<file path="config.mk">
export PLATFORM = sky130hd
export DESIGN_NAME = comm_master
export DESIGN_NICKNAME = d
export VERILOG_FILES = /design/src/rtl/comm_pkg.sv /design/src/rtl/uart_tx.sv /design/src/rtl/comm_master.sv
export SDC_FILE = /design/constraint.sdc
export NUM_CORES = 1
export LEC_CHECK = 0
export ABC_AREA = 1
export CELL_PAD_IN_SITES_DETAIL_PLACEMENT = 1
export CELL_PAD_IN_SITES_GLOBAL_PLACEMENT = 1
export CORE_MARGIN = 2
export CORE_UTILIZATION = 42
export CTS_CLUSTER_SIZE = 20
export DETAILED_ROUTE_END_ITERATION = 16
export GPL_ROUTABILITY_DRIVEN = 0
export GPL_TIMING_DRIVEN = 0
export MAX_ROUTING_LAYER = met4
export PLACE_DENSITY_LB_ADDON = 0.08
export SETUP_SLACK_MARGIN = 0.4
export SLEW_MARGIN = 30
export SYNTH_ARGS = -nofsm -noshare
export SYNTH_HDL_FRONTEND = slang
export SYNTH_SLANG_ARGS = --single-unit
</file>
<file path="constraint.sdc">
create_clock -name clk -period 1.4 [get_ports clk]
set_input_delay 0.28 -clock clk [delete_from_list [all_inputs] [get_ports clk]]
set_output_delay 0.28 -clock clk [all_outputs]
set_load 0.01 [all_outputs]
</file>
<file path="src/rtl/comm_pkg.sv">
// Shared types and constants for the command master and its UART serializer.
package comm_pkg;

   // Clocks per UART bit: 50 MHz system clock at 19200 baud.
   localparam int unsigned BAUD_DIV_DEF = 2604;

   // Start bit + 8 data bits + stop bit.
   localparam int unsigned FRAME_BITS = 10;

   // Command sequencer states.
   typedef enum logic [1:0] {
      IDLE    = 2'd0,
      SEND_HI = 2'd1,
      SEND_LO = 2'd2
   } state_t;

endpackage

</file>
<file path="src/rtl/uart_tx.sv">
// 8N1 UART byte serializer: start bit, eight data bits LSB first, stop bit.
// The shift register idles at all-ones so TX rests high without extra muxing.
module uart_tx
   import comm_pkg::*;
#(
   parameter int unsigned BAUD_DIV = BAUD_DIV_DEF
) (
   input  logic       clk,
   input  logic       rst_n,
   input  logic       trmt,
   input  logic [7:0] tx_data,
   output logic       TX,
   output logic       tx_done
);

   localparam int unsigned     CNT_W     = (BAUD_DIV > 1) ? $clog2(BAUD_DIV) : 1;
   localparam logic [CNT_W-1:0] BAUD_LAST = CNT_W'(BAUD_DIV - 1);
   localparam logic [3:0]       BIT_LAST  = 4'(FRAME_BITS - 1);

   logic             busy_q, busy_d;
   logic [CNT_W-1:0] baud_cnt_q, baud_cnt_d;
   logic [3:0]       bit_cnt_q, bit_cnt_d;
   logic [9:0]       shift_q, shift_d;
   logic             done_q, done_d;
   logic             bit_end;

   // Frame sequencing: load on strobe, advance one bit per baud period.
   always_comb begin
      busy_d     = busy_q;
      baud_cnt_d = baud_cnt_q;
      bit_cnt_d  = bit_cnt_q;
      shift_d    = shift_q;
      done_d     = 1'b0;
      bit_end    = busy_q && (baud_cnt_q == BAUD_LAST);

      if (!busy_q) begin
         if (trmt) begin
            busy_d     = 1'b1;
            shift_d    = {1'b1, tx_data, 1'b0};
            baud_cnt_d = '0;
            bit_cnt_d  = '0;
         end
      end else if (bit_end) begin
         baud_cnt_d = '0;
         if (bit_cnt_q == BIT_LAST) begin
            busy_d    = 1'b0;
            done_d    = 1'b1;
            bit_cnt_d = '0;
            shift_d   = '1;
         end else begin
            bit_cnt_d = bit_cnt_q + 4'd1;
            shift_d   = {1'b1, shift_q[9:1]};
         end
      end else begin
         baud_cnt_d = baud_cnt_q + CNT_W'(1);
      end
   end

   // Serializer state; reset drives the line high immediately.
   always_ff @(posedge clk or negedge rst_n) begin
      if (!rst_n) begin
         busy_q     <= 1'b0;
         baud_cnt_q <= '0;
         bit_cnt_q  <= '0;
         shift_q    <= '1;
         done_q     <= 1'b0;
      end else begin
         busy_q     <= busy_d;
         baud_cnt_q <= baud_cnt_d;
         bit_cnt_q  <= bit_cnt_d;
         shift_q    <= shift_d;
         done_q     <= done_d;
      end
   end

   assign TX      = shift_q[0];
   assign tx_done = done_q;

endmodule

</file>
<file path="src/rtl/comm_master.sv">
// Sends a 16-bit command as two UART bytes, high byte first, and flags completion.
module comm_master
   import comm_pkg::*;
#(
   parameter int unsigned BAUD_DIV = BAUD_DIV_DEF
) (
   input  logic        clk,
   input  logic        rst_n,
   input  logic        snd_cmd,
   input  logic [15:0] cmd,
   output logic        TX,
   output logic        cmd_cmplt
);

   state_t      state_q, state_d;
   logic [15:0] held_q, held_d;
   logic        cmplt_q, cmplt_d;
   logic        trmt_q, trmt_d;
   logic        tx_done;
   logic [7:0]  tx_byte;

   // Next-state and strobe generation; inputs are only looked at in IDLE.
   always_comb begin
      state_d = state_q;
      held_d  = held_q;
      cmplt_d = cmplt_q;
      trmt_d  = 1'b0;

      case (state_q)
         IDLE: begin
            if (snd_cmd) begin
               held_d  = cmd;
               cmplt_d = 1'b0;
               trmt_d  = 1'b1;
               state_d = SEND_HI;
            end
         end
         SEND_HI: begin
            if (tx_done) begin
               trmt_d  = 1'b1;
               state_d = SEND_LO;
            end
         end
         SEND_LO: begin
            if (tx_done) begin
               cmplt_d = 1'b1;
               state_d = IDLE;
            end
         end
         default: state_d = IDLE;
      endcase
   end

   // State, holding register and strobe registers.
   always_ff @(posedge clk or negedge rst_n) begin
      if (!rst_n) begin
         state_q <= IDLE;
         held_q  <= '0;
         cmplt_q <= 1'b0;
         trmt_q  <= 1'b0;
      end else begin
         state_q <= state_d;
         held_q  <= held_d;
         cmplt_q <= cmplt_d;
         trmt_q  <= trmt_d;
      end
   end

   // The strobe and the state change land on the same edge, so the state
   // already names the byte the serializer is about to latch.
   assign tx_byte   = (state_q == SEND_LO) ? held_q[7:0] : held_q[15:8];
   assign cmd_cmplt = cmplt_q;

   uart_tx #(
      .BAUD_DIV(BAUD_DIV)
   ) u_tx (
      .clk    (clk),
      .rst_n  (rst_n),
      .trmt   (trmt_q),
      .tx_data(tx_byte),
      .TX     (TX),
      .tx_done(tx_done)
   );

endmodule

</file>
Word-level counts from Yosys, hierarchy flattened
Cells that the tools add are included.

Flip-flop bits (word level): 48. Output and inout bits: 2. Word-level logic and storage cells: 56.

$add $sub $neg: 2. Reduce and logical (&&, ||, !) cells: 8. Muxes and demuxes: 29. Eq/ne operators: 8.

Operators with widths (count): two-way mux 12 bit (3); two-way mux 10 bit (3); two-way mux 4 bit (4); adder 12 x 1 -> 12 bit, second input constant (1); equality test 12 bit, second input constant (1); two-way mux 1 bit (11); two-way mux 9 bit (1); two-way mux 8 bit (1); two-way mux 2 bit (3); one-hot mux 2 bit (3 select lines) (1); AND reduction 3 bit (2); adder 4 x 1 -> 4 bit, second input constant (1); equality test 4 bit, second input constant (1); inequality test 2 x 1 -> 1 bit, second input constant (2); inequality test 2 bit, second input constant (2); one-hot mux 1 bit (2 select lines) (2); AND reduction 2 bit (2); nonzero test 2 bit (2); equality test 2 x 1 -> 1 bit, second input constant (1); equality test 2 bit, second input constant (1); zero test 2 bit (1); logical AND 1 bit (1).

Logic depth before layout (Yosys ltp)
Word-level depth: 4. Mapped depth: 9. Mapped depth without buffers: 9.

Modules after synthesis
Synthesis repeated with hierarchy kept, for this count alone.

Cells, all modules: 319. Area, all modules: 2463.6 sq um.

By module, submodules not included: uart_tx (sequential area each 686.9 sq um, area an instance 1570.3 sq um, instances 1, cells an instance 209); comm_master (sequential area each 500.5 sq um, area an instance 893.4 sq um, instances 1, cells an instance 110).

Worst setup path before layout
No wires, ideal clock.

Path kind: register -> register. From: register u_tx.baud_cnt_q[0]. To: register u_tx.bit_cnt_q[0]. Cell stages (with the launch flop): 8. Buffers on the path: 1. Arrival: 1.186 ns. Slack: 0.093 ns. Data required time: 1.280 ns. Cell sequence: dfrtp_1 > ha_1 > nand2_2 > nor2_4 > nand3_4 > o21ai_4 > buf_8 > a21oi_1.

Longest elaborated chain between the ends: 4.

Ends and longest elaborated chain: from (decl) (RTL line uart_tx.sv:21) `logic [CNT_W-1:0] baud_cnt_q, baud_cnt_d;`; from (signal assigned) (RTL line uart_tx.sv:69) `baud_cnt_q <= baud_cnt_d;`; equality test 12 bit (RTL line uart_tx.sv:34) `bit_end = busy_q && (baud_cnt_q == BAUD_LAST);`; logical AND 1 bit (RTL line uart_tx.sv:34); inequality test 2 bit (no line); AND reduction 2 bit (no line); to (signal assigned) (RTL line uart_tx.sv:70) `bit_cnt_q <= bit_cnt_d;`; to (decl) (RTL line uart_tx.sv:22) `logic [3:0] bit_cnt_q, bit_cnt_d;`.

No other way between the ends. A chain may end at the register's enable or synchronous reset.

Final worst setup path
From: register u_tx.baud_cnt_q[1]. To: register u_tx.shift_q[3].

Longest elaborated chain between the ends: 4.

Ends and longest elaborated chain: equality test 12 bit (RTL line uart_tx.sv:34); logical AND 1 bit (RTL line uart_tx.sv:34); inequality test 2 bit (no line); AND reduction 2 bit (no line); to (signal assigned) (RTL line uart_tx.sv:71) `shift_q <= shift_d;`; to (decl) (RTL line uart_tx.sv:23) `logic [9:0] shift_q, shift_d;`.

No other way between the ends.

==> impl_results.md <==
* All-Layer GR Usage at about a quarter
* Clk_lat worst skew at between 0.3 and 0.4 ns
* Worst reg-to-reg setup slack at 0.005 ns
* Failing checks: negative hold slack
* Cell area power density at just over 700 nW/um2
* Pre-CTS worst setup slack at -0.08385 ns
* IO Pins at 21
* Final setup violation count at 0
* TNS Setup at 0 ns
* CP peak stage delay at approximately 0.41 ns
* Required time of the worst setup path at 1.66 ns
* Vias in the first global route at between 2000 and 2500
* First-pass GRT wire length at approximately 12000 um
* Starting Density at roughly 44%
* Share of layout cells above drive strength 1 at 37.57%
* Final Cycle Share at ~100%
* Die Y at 79.93 um
* Final min period at between 1 and 1.5 ns
* Ys Warns at 0
* Setup crit end kind: flop
* Relative slew slack at between 50% and 60%
* Commonest non-fill, non-tap cells in the layout: nand2_1 (101), dfrtp_1 (35), nand2_2 (27)
* Via Count at around 2300
* Worst Max-Slew Pin Slew at about 0.6 ns
* Core area at about 5500 um2
* Type of the worst min-delay path: in2async
* DP Cell Count at 401
* Area leader, netlist: dfrtp_1
* Startpoint Class: flop
* Post-Syn Nets at roughly 330
* ANT nets after route at 0
* Row count at 27
* Crit path kind: reg2reg
* Max cap viols at 0
* WL per Instance at between 15 and 20 um
* Fmax at roughly 700 MHz
* GRT overflow at 0
* Sequential fraction of the synthesis area at approximately half
* CTS Sinks at 47
* Skew final at approximately 0.0063 ns
* Critical path's top delay family: simple AND/OR/NAND/NOR gates
* Synth unique cells at 30
* Pins Over Slew Limit at 0
* # diodes at 0
* Placed Area at 2750 um2
* Commonest non-fill, non-tap cell in the layout: nand2_1
* Root Buffer: clkbuf_8
* Hold slack at -0.02417 ns
* Largest net degree at the start of global routing at between 40 and 50
* Critical Path Most Common Cell: nand2_1
* Clk buf depth at 2
* Synth top area cells: dfrtp_1 (39%), nand2_1 (21%), dfstp_2 (9.8%)
* Initial antenna violation count at 0
* CTS tree: done
* Mapped Cells at 309
* Worst Setup Slack, final at around 0.0046 ns
* DP HPWL at roughly 4200 um
* Final instance area at about 3500 um2
* DR iter-0 viols at 68
* Fin nets at 391
* Synth Area per Inst at ~7.8 um2
* Worst-path maximum fanout at 5
* Clock-pin slew on the worst setup and hold paths at ~0.09 ns
* Utilization after layout at a little over three fifths
* Worst vdd ir at ~610 uV
* Final hold vios at 38
* Die width at 79.93 um
* Non-Filler Instances at ~440
* Seq cells post-synth at 47
* Via density at between 5 and 6
* Power, Total at ~2.5 mW
* CTS H-tree lvls at 2
* Outcome: finished, violations left
* TritonRoute pass-1 iters at 4
* TritonCTS Buffers at 5
* WP data arrival at approximately 1.7 ns
* Yosys top cell area share at a little under 40%
* # DRC at 0
* WL final at 7524 um
* Crit path buf inv count at 1
* Critical path's slowest cell: dfrtp_1
* DIE AREA at 6388 um2
* CP Cell Sequence: ha_4 -> nand2_4 -> nor2_4 -> nand3_4 -> o21ai_4 -> clkbuf_16 -> nand2_1 -> nand2_1
* RSZ-0062 raised after global routing: true
* Mapped cell area at ~2400 um2
* Leak pwr at 1.703 nW
* Area grow syn2layout at 44.65%
* IO Port Bufs at 20
-- registers in the layout, indices dropped and copies added, names as in the netlist --
| signal | flops |
|---|---|
| cmd_cmplt | 1 |
| u_tx.busy_q | 1 |
| held_q | 16 |
| state_q | 2 |
| trmt_q | 1 |
| u_tx.tx_done | 1 |
| u_tx.baud_cnt_q | 12 |
| u_tx.shift_q | 9 |
| u_tx.bit_cnt_q | 4 |
-- path summary, 6_finish.rpt --
| path | from | to | cells after the start |
|---|---|---|---|
| setup reg to reg | u_tx.baud_cnt_q[1] | u_tx.shift_q[3] | 8 |
| setup / recovery | u_tx.baud_cnt_q[1] | u_tx.shift_q[3] | 8 |
| hold / removal | rst_n | held_q[14] | 1 |
| hold reg to reg | u_tx.shift_q[0] | u_tx.shift_q[0] | 2 |
| max in group asynchronous | rst_n | u_tx.baud_cnt_q[9] | 1 |
| min in group clk | u_tx.shift_q[0] | u_tx.shift_q[0] | 2 |
-- timing repair --
action / 4_1_cts / 5_1_grt
gates cloned: 3 / 1
resized for setup: 80 / 46
hold endpoints to repair: 2 / 0
setup endpoints to repair: 49 / 49
pin swaps: 21 / 17
buffers inserted: 19 / 10
-- cell families (layout without fill, tap and decap cells) --
group                      after synthesis  in the layout  share of synthesized area (%)
AOI/OAI and AO/OA                       40             40                          10.08
buffers and inverters                   37             98                          6.925
xor gates and xnor gates                 5              5                          1.809
and+or+nand+nor                        177            177                          30.59
DFF                                     47             47                          49.04
adders and majority gates                3              3                          1.551
-- routing by layer --
layer	track usage, %	part of all wire [%]	vias up
li1	-	-	1093
met1	30.82	44	1154
met2	41.25	54	28
met3	3.394	2.2	5
met4	5.593	0.80	0
met5	-	0	-
-- report_power, final --
| group | switching, mW | leakage (nW) | internal (mW) |
|---|---|---|---|
| sequential | 0 | 0.588 | 1.36 |
| combinational | 0.0357 | 1.05 | 0.0431 |
| clock | 0.506 | 0.0612 | 0.579 |
-- worst reg2reg max path, delay by kind of cell, from the launching register on --
kind / cells / cell delay (ns)
compound gates: 1 / 0.14
simple gates: 5 / 0.42
fa+ha+maj: 1 / 0.17
buf+inv: 1 / 0.21
flops: 1 / 0.41
-- synth_stat cells --
library cell and count:
nand2_1 138, dfrtp_1 38, inv_1 24, o21ai_0 22, nor2_1 13, nand3_1 12
dfstp_2 9, o211ai_1 8, buf_2 5, nor2_2 4, clkinv_1 3, ha_1 3
nand2_2 3, nand4_1 3, nor2_4 3, o21ai_1 3, xor2_1 3, o22ai_1 2
xnor2_1 2, a21oi_1 1, a32o_1 1, buf_4 1, buf_6 1, buf_8 1
clkbuf_1 1, inv_2 1, nand3_4 1, o21ai_4 1, o21bai_1 1, o31ai_1 1
-- final cells by class --
| type | count | area [um2] |
|---|---|---|
| Inverter | 28 | 116.4 |
| Timing Repair Buffer | 53 | 533.0 |
| Fill cell | 636 | 2038 |
| Clock inverter | 2 | 35.03 |
| Tap cell | 72 | 90.09 |
| Sequential cell | 47 | 1191 |
| Clock buffer | 6 | 82.58 |
| Multi-Input combinational cell | 225 | 1355 |
| Buffer | 9 | 98.84 |
Power figures use the tool's default switching activity.
